==> src/rtl/uart_tx_arb_pkg.sv <==
// Shared definitions for the UART TX FIFO write-port arbiter.
//   uart_arb_state_e : arbiter state encoding (IDLE = arbitrate, LOCK = packet owned)
//   UART_ARB_TIMEOUT : default idle-cycle limit before a locked grant is revoked
//   UART_ARB_TO_W    : default timeout counter width
package uart_tx_arb_pkg;

  typedef enum logic {
    UART_ARB_IDLE = 1'b0,
    UART_ARB_LOCK = 1'b1
  } uart_arb_state_e;

  localparam int unsigned UART_ARB_TIMEOUT = 200;
  localparam int unsigned UART_ARB_TO_W    = 8;

endpackage

==> src/rtl/uart_tx_arb_rr_arb_pick.sv <==
// rr_arb_pick: combinational round-robin priority picker.
//   vld [NREQ]  : request vector
//   ptr [PTR_W] : first index searched; the search wraps past NREQ-1 to 0
//   gnt [NREQ]  : one-hot grant of the first valid request at or after ptr, 0 if none
module rr_arb_pick #(
  parameter int unsigned NREQ  = 2,
  parameter int unsigned PTR_W = 1
) (
  input  logic [NREQ-1:0]  vld,
  input  logic [PTR_W-1:0] ptr,
  output logic [NREQ-1:0]  gnt
);

  logic found;

  // Outer loop walks priority order; the inner loop only ever indexes with a
  // loop constant, so exactly one candidate matches each priority slot.
  always_comb begin
    gnt   = '0;
    found = 1'b0;
    for (int unsigned off = 0; off < NREQ; off++) begin
      for (int unsigned i = 0; i < NREQ; i++) begin
        if (!found && vld[i] && (((32'(ptr) + off) % NREQ) == i)) begin
          gnt[i] = 1'b1;
          found  = 1'b1;
        end
      end
    end
  end

endmodule

==> src/rtl/uart_tx_arb.sv <==
// uart_tx_arb: round-robin arbiter sharing the UART TX FIFO write port between
// NREQ byte-stream requesters. A grant is held for a whole packet (through the
// beat flagged last); a stalled owner is revoked after TIMEOUT idle cycles.
//   clk, rst            : clock, synchronous active-high reset
//   req_vld/req_rdy     : per-requester byte handshake (req_rdy combinational)
//   req_data            : requester i byte on [8i+7:8i]
//   req_last            : current byte ends the packet
//   fifowrfull          : TX FIFO full
//   fifowrreq/fifowdata : registered one-cycle FIFO write pulse and data
//   grant_o             : one-hot current owner, 0 when idle
//   busy                : a grant is locked
//   to_evt              : one-cycle pulse when a grant is revoked by timeout
module uart_tx_arb
  import uart_tx_arb_pkg::*;
#(
  parameter int unsigned NREQ    = 2,
  parameter int unsigned TO_W    = UART_ARB_TO_W,
  parameter int unsigned TIMEOUT = UART_ARB_TIMEOUT
) (
  input  logic              clk,
  input  logic              rst,
  input  logic [NREQ-1:0]   req_vld,
  output logic [NREQ-1:0]   req_rdy,
  input  logic [NREQ*8-1:0] req_data,
  input  logic [NREQ-1:0]   req_last,
  input  logic              fifowrfull,
  output logic              fifowrreq,
  output logic [7:0]        fifowdata,
  output logic [NREQ-1:0]   grant_o,
  output logic              busy,
  output logic              to_evt
);

  localparam int unsigned     PTR_W  = (NREQ > 1) ? $clog2(NREQ) : 1;
  localparam logic [TO_W-1:0] TO_LIM = TO_W'(TIMEOUT);

  uart_arb_state_e state, state_d;
  logic [PTR_W-1:0] ptr, ptr_d;
  logic [TO_W-1:0]  cnt, cnt_d;
  logic [NREQ-1:0]  grant_d, pick_gnt;
  logic             busy_d, wr_d;
  logic [7:0]       wdata_d;

  logic [PTR_W-1:0] owner_idx, next_ptr;
  logic [7:0]       owner_data;
  logic             owner_vld, owner_last, accept;

  rr_arb_pick #(
    .NREQ  (NREQ),
    .PTR_W (PTR_W)
  ) u_pick (
    .vld (req_vld),
    .ptr (ptr),
    .gnt (pick_gnt)
  );

  // The write gap (~fifowrreq) limits throughput to one byte every two
  // cycles, which is what makes a full flag raised after a write safe.
  always_comb begin
    req_rdy = '0;
    if (state == UART_ARB_LOCK) begin
      req_rdy = grant_o & {NREQ{~fifowrfull & ~fifowrreq}};
    end
  end

  always_comb begin
    owner_idx  = '0;
    owner_data = '0;
    for (int unsigned i = 0; i < NREQ; i++) begin
      if (grant_o[i]) begin
        owner_idx  = PTR_W'(i);
        owner_data = req_data[8*i +: 8];
      end
    end
  end

  assign owner_vld  = |(req_vld & grant_o);
  assign owner_last = |(req_last & grant_o);
  assign accept     = |(req_vld & req_rdy);
  assign next_ptr   = (owner_idx == PTR_W'(NREQ - 1)) ? '0 : owner_idx + 1'b1;

  always_comb begin
    state_d = state;
    grant_d = grant_o;
    busy_d  = busy;
    ptr_d   = ptr;
    cnt_d   = cnt;
    wr_d    = 1'b0;
    wdata_d = fifowdata;
    to_evt  = 1'b0;
    case (state)
      UART_ARB_IDLE: begin
        if (|req_vld) begin
          grant_d = pick_gnt;
          busy_d  = 1'b1;
          state_d = UART_ARB_LOCK;
        end
      end
      UART_ARB_LOCK: begin
        // Accept is checked first so a beat arriving on the limit cycle wins
        // over the revoke.
        if (accept) begin
          wr_d    = 1'b1;
          wdata_d = owner_data;
          cnt_d   = '0;
          if (owner_last) begin
            state_d = UART_ARB_IDLE;
            grant_d = '0;
            busy_d  = 1'b0;
            ptr_d   = next_ptr;
          end
        end else if (cnt == TO_LIM) begin
          to_evt  = 1'b1;
          state_d = UART_ARB_IDLE;
          grant_d = '0;
          busy_d  = 1'b0;
          ptr_d   = next_ptr;
          cnt_d   = '0;
        end else if (!owner_vld) begin
          // Only an absent owner ages the grant; FIFO backpressure holds it.
          cnt_d = cnt + 1'b1;
        end
      end
      default: state_d = UART_ARB_IDLE;
    endcase
  end

  always_ff @(posedge clk) begin
    if (rst) begin
      state     <= UART_ARB_IDLE;
      grant_o   <= '0;
      busy      <= 1'b0;
      ptr       <= '0;
      cnt       <= '0;
      fifowrreq <= 1'b0;
      fifowdata <= '0;
    end else begin
      state     <= state_d;
      grant_o   <= grant_d;
      busy      <= busy_d;
      ptr       <= ptr_d;
      cnt       <= cnt_d;
      fifowrreq <= wr_d;
      fifowdata <= wdata_d;
    end
  end

endmodule

==> config.mk <==
export PLATFORM = sky130hd
export DESIGN_NAME = uart_tx_arb
export DESIGN_NICKNAME = d
export VERILOG_FILES = /design/src/rtl/uart_tx_arb_pkg.sv /design/src/rtl/uart_tx_arb_rr_arb_pick.sv /design/src/rtl/uart_tx_arb.sv
export SDC_FILE = /design/constraint.sdc
export NUM_CORES = 1
export LEC_CHECK = 0
export CAP_MARGIN = 20
export CORE_UTILIZATION = 40
export DETAILED_ROUTE_END_ITERATION = 8
export HOLD_SLACK_MARGIN = 0.12
export PLACE_DENSITY = 0.8
export SYNTH_ARGS = -nofsm -noshare
export SYNTH_HDL_FRONTEND = slang
export SYNTH_SLANG_ARGS = --single-unit
==> constraint.sdc <==
create_clock -name clk -period 1.6 [get_ports clk]
set_clock_uncertainty 0.1 [all_clocks]
set_input_delay 0.32 -clock clk [delete_from_list [all_inputs] [get_ports clk]]
set_output_delay 0.32 -clock clk [all_outputs]
set_load 0.01 [all_outputs]
==> impl_results.md, run 1 <==
* Final ANT Viol Nets at 0
* WL/cell at 15.9 µm
* HP Class: register to register
* Largest net degree at the start of global routing at 16
* Min Tclk post-route at around 1800 ps
* Number of global-route vias before repair at 1223
* CTS Buf Count at 3
* DR vias/cell at ~5.7
* Fmax at 549 MHz
* CTS sink count at 22
* Kind of critical path: register to output port
* VDD IR max at 0.000513 V
* Row count at 18
* Die width at 55.1 µm
* Unrepaired setup endpoints after global routing: yes
* Post-synth net total at 156
* Comb pwr share at 0.294
* Tot Pwr at between 1000 and 1500 µW
* H-tree depth at 1
* Setup violations, final at 11
* DRT Pass-1 Iters at 5
* Yosys reg bits at 22
* Final Cycle Share at 1.14
* Seq/Total Area, Yosys at 0.390
* Clock Latency Late Sink at 310 ps
* Worst EP required at 1180 ps
* Final design utilization at 0.778
* First-pass GRT wire length at 5180 µm
* Area grow syn2layout at 76.9%
* Number of max-cap violations at 0
* Switch Pwr at around 350 µW
* Final Hold Viols at 0
* Longest Clk Path Bufs at 2
* Sequential share of power at 0.489
* Synth Warn # at 0
* Static leakage at around 0.00084 µW
* Failing checks: setup timing
* Clock transition at the registers of the reported paths at between 100 and 150 ps
* GRT Overall Usage at 0.235
* Post-Synthesis Cells at ~130
* CP endpoint kind: output port
* Hpwl dp at 2360 µm
* Sw Share at 0.297
* Final Worst Setup Slack at -221 ps
* Die Height at about 55 µm
* Worst EP arrival at ~1400 ps
* EDFF count, synth at 0
* Pwr Density at 599 nW/µm²
* I/O pin cnt at 38
* Synth Area per Inst at ~8.6 µm²
* Core area at 2570 µm²
* Element type at the critical path start: register
* Pint at 842 µW
* Final Max Slew Viols at 0
* # hold bufs at CTS at 0
* CTS tree: done
* Share of cells above drive strength 1 at 0.448
* Initial Util at 0.440
* Via count at 1316
* Max FO, Critical Path at 2
* Rel. slew slack at 0.755
* Crit-path slowest cell: dfxtp_2
* Clock root buffer: clkbuf_4
* RD Place Congestion at 0.822
* Antenna diodes at 0
* Worst slew pin tran at around 370 ps
* Post-Syn Area at 1130 µm²
* Main flop type after synthesis: dfxtp_1
* Final Net Count at 228
* DRC violation total after the first TritonRoute iteration at 28
* Antenna violations before repair at 0
* Drt total wl at 3670 µm
* Post-synth ARST share at 0
* Yosys cell types at 36
* # DRC at 0
* Cells along the critical path: inv_2 > ha_4 > and4b_4 > nand2_2 > nor3_2 > buf_2
* Status: complete, but fails checks
* PortBufs at 37
* Max stage delay on crit path at 350 ps
* Die area at 3040 µm²
* Remaining Overflow, GRT at 0
* Clock power share at 0.217
==> Yosys cell counts, types with 2 or more instances <==
| cell | n | share of area |
|---|---|---|
| a221oi_1 | 8 | 0.062 |
| o21ai_1 | 3 | 0.013 |
| nor3b_2 | 2 | 0.022 |
| clkbuf_1 | 4 | 0.013 |
| a22oi_1 | 3 | 0.020 |
| nand2b_1 | 6 | 0.033 |
| nor3_1 | 10 | 0.044 |
| and3_1 | 2 | 0.011 |
| a21oi_1 | 4 | 0.018 |
| dfxtp_1 | 22 | 0.39 |
| a211oi_1 | 3 | 0.020 |
| nand2_1 | 6 | 0.020 |
| xor2_1 | 3 | 0.023 |
| buf_4 | 3 | 0.020 |
| o21ai_0 | 3 | 0.013 |
| nor2b_1 | 2 | 0.011 |
| ha_1 | 2 | 0.022 |
| and2_1 | 3 | 0.017 |
| inv_1 | 3 | 0.010 |
| nor2_1 | 16 | 0.053 |
| nand3_1 | 8 | 0.035 |
==> power by group through the flow <==
| stage | sequential (µW) | clock, µW | combinational, µW |
|---|---|---|---|
| after global placement | 591 | 0 | 280 |
| after global routing | 587 | 284 | 377 |
| after floorplan | 601 | 0 | 108 |
| final | 585 | 260 | 352 |
| after CTS | 582 | 265 | 298 |
| after detailed placement | 593 | 0 | 285 |
==> layer usage <==
metal / routed length (µm) / GRT usage
met1: 1490 / 0.272
met2: 1920 / 0.416
met3: 233 / 0.0546
met4: 29 / 0.0917
met5: 0 / 0
==> layout by cell type, fill, tap and decap left out, drive strengths merged, types with 3 or more instances in the layout <==
cell / count
buf: 41
dfxtp: 22
clkdlybuf4s50: 19
nor2: 16
dlygate4sd2: 14
nor3: 10
nand3: 8
a221oi: 8
nand2b: 6
nand2: 6
o21ai: 6
and2: 4
a21oi: 4
a211oi: 4
xor2: 3
clkbuf: 3
inv: 3
a22oi: 3
==> kinds of logic (layout without fill, tap and decap cells) <==
group,after synthesis,count (layout),synth area share
AND/OR/NAND/NOR,59,59,0.278
AO/OA/AOI/OAI,32,32,0.222
flip-flops,22,22,0.390
buffers and inverters,11,81,0.0466
XOR/XNOR,4,4,0.0310
adder cells (fa/ha/maj),2,2,0.0222
multiplexers,1,1,0.00998
==> critical path, delay by kind of cell, from the launching register on <==
kind / cells / cell delay, ps
DFF: 1 / 350
adders and majority gates: 1 / 120
and+or+nand+nor: 3 / 400
buffers and inverters: 2 / 230
==> through the flow <==
stage	cell area (µm²)	setup TNS (ps)	setup WS, ps	hold WS [ps]	cells
3_3_place_gp	1760	-9290	-708	365	224
6_report	2000	-1260	-221	403	231
5_1_grt	2000	-2010	-299	421	231
4_1_cts	1840	-988	-224	401	228
2_1_floorplan	1140	0	11.4	340	131
3_5_place_dp	1760	-9550	-710	385	224
==> state kept, by name (all words and copies together), names as in the netlist <==
register   flops
ptr            1
fifowdata      8
busy           1
cnt            8
fifowrreq      1
state          1
grant_o        2
==> final timing paths <==
check,slack [ps],end,cells after the start,startpoint
setup / recovery,-220,to_evt,6,cnt[0]$_SDFFE_PP0P_
hold / removal,400,fifowdata[1]$_SDFFE_PP0P_,2,fifowdata[1]$_SDFFE_PP0P_
setup reg to reg,-190,ptr$_SDFFE_PP0P_,8,cnt[0]$_SDFFE_PP0P_
hold reg to reg,400,fifowdata[1]$_SDFFE_PP0P_,2,fifowdata[1]$_SDFFE_PP0P_
==> cell type report <==
class	count	area (µm²)
flip-flops and latches	22	448
well taps	30	37.5
clock buffers	3	22.5
multi-input cells	98	832
fillers	159	571
inverters	3	11.3
repair buffers	75	646
==> timing repair <==
action                                  CTS  global route
cloned                                    0             1
pin swaps                                 6            11
resized for setup                        48            30
endpoints found under the setup margin   31            24
buffers inserted                          1             3
Note: power is estimated with default switching activity, not from simulation.
==> inputs of run 2 (changes only) <==
--- a/config.mk
+++ b/config.mk
@@ -5,10 +5,10 @@
 export SDC_FILE = /design/constraint.sdc
 export NUM_CORES = 1
 export LEC_CHECK = 0
-export CAP_MARGIN = 20
+export CAP_MARGIN = 5
 export CORE_UTILIZATION = 40
 export DETAILED_ROUTE_END_ITERATION = 8
-export HOLD_SLACK_MARGIN = 0.12
+export GPL_ROUTABILITY_DRIVEN = 1
 export PLACE_DENSITY = 0.8
 export SYNTH_ARGS = -nofsm -noshare
 export SYNTH_HDL_FRONTEND = slang
==> results of run 2 <==
Same layout as run 1: the final DEF is identical, and so are final timing and power.
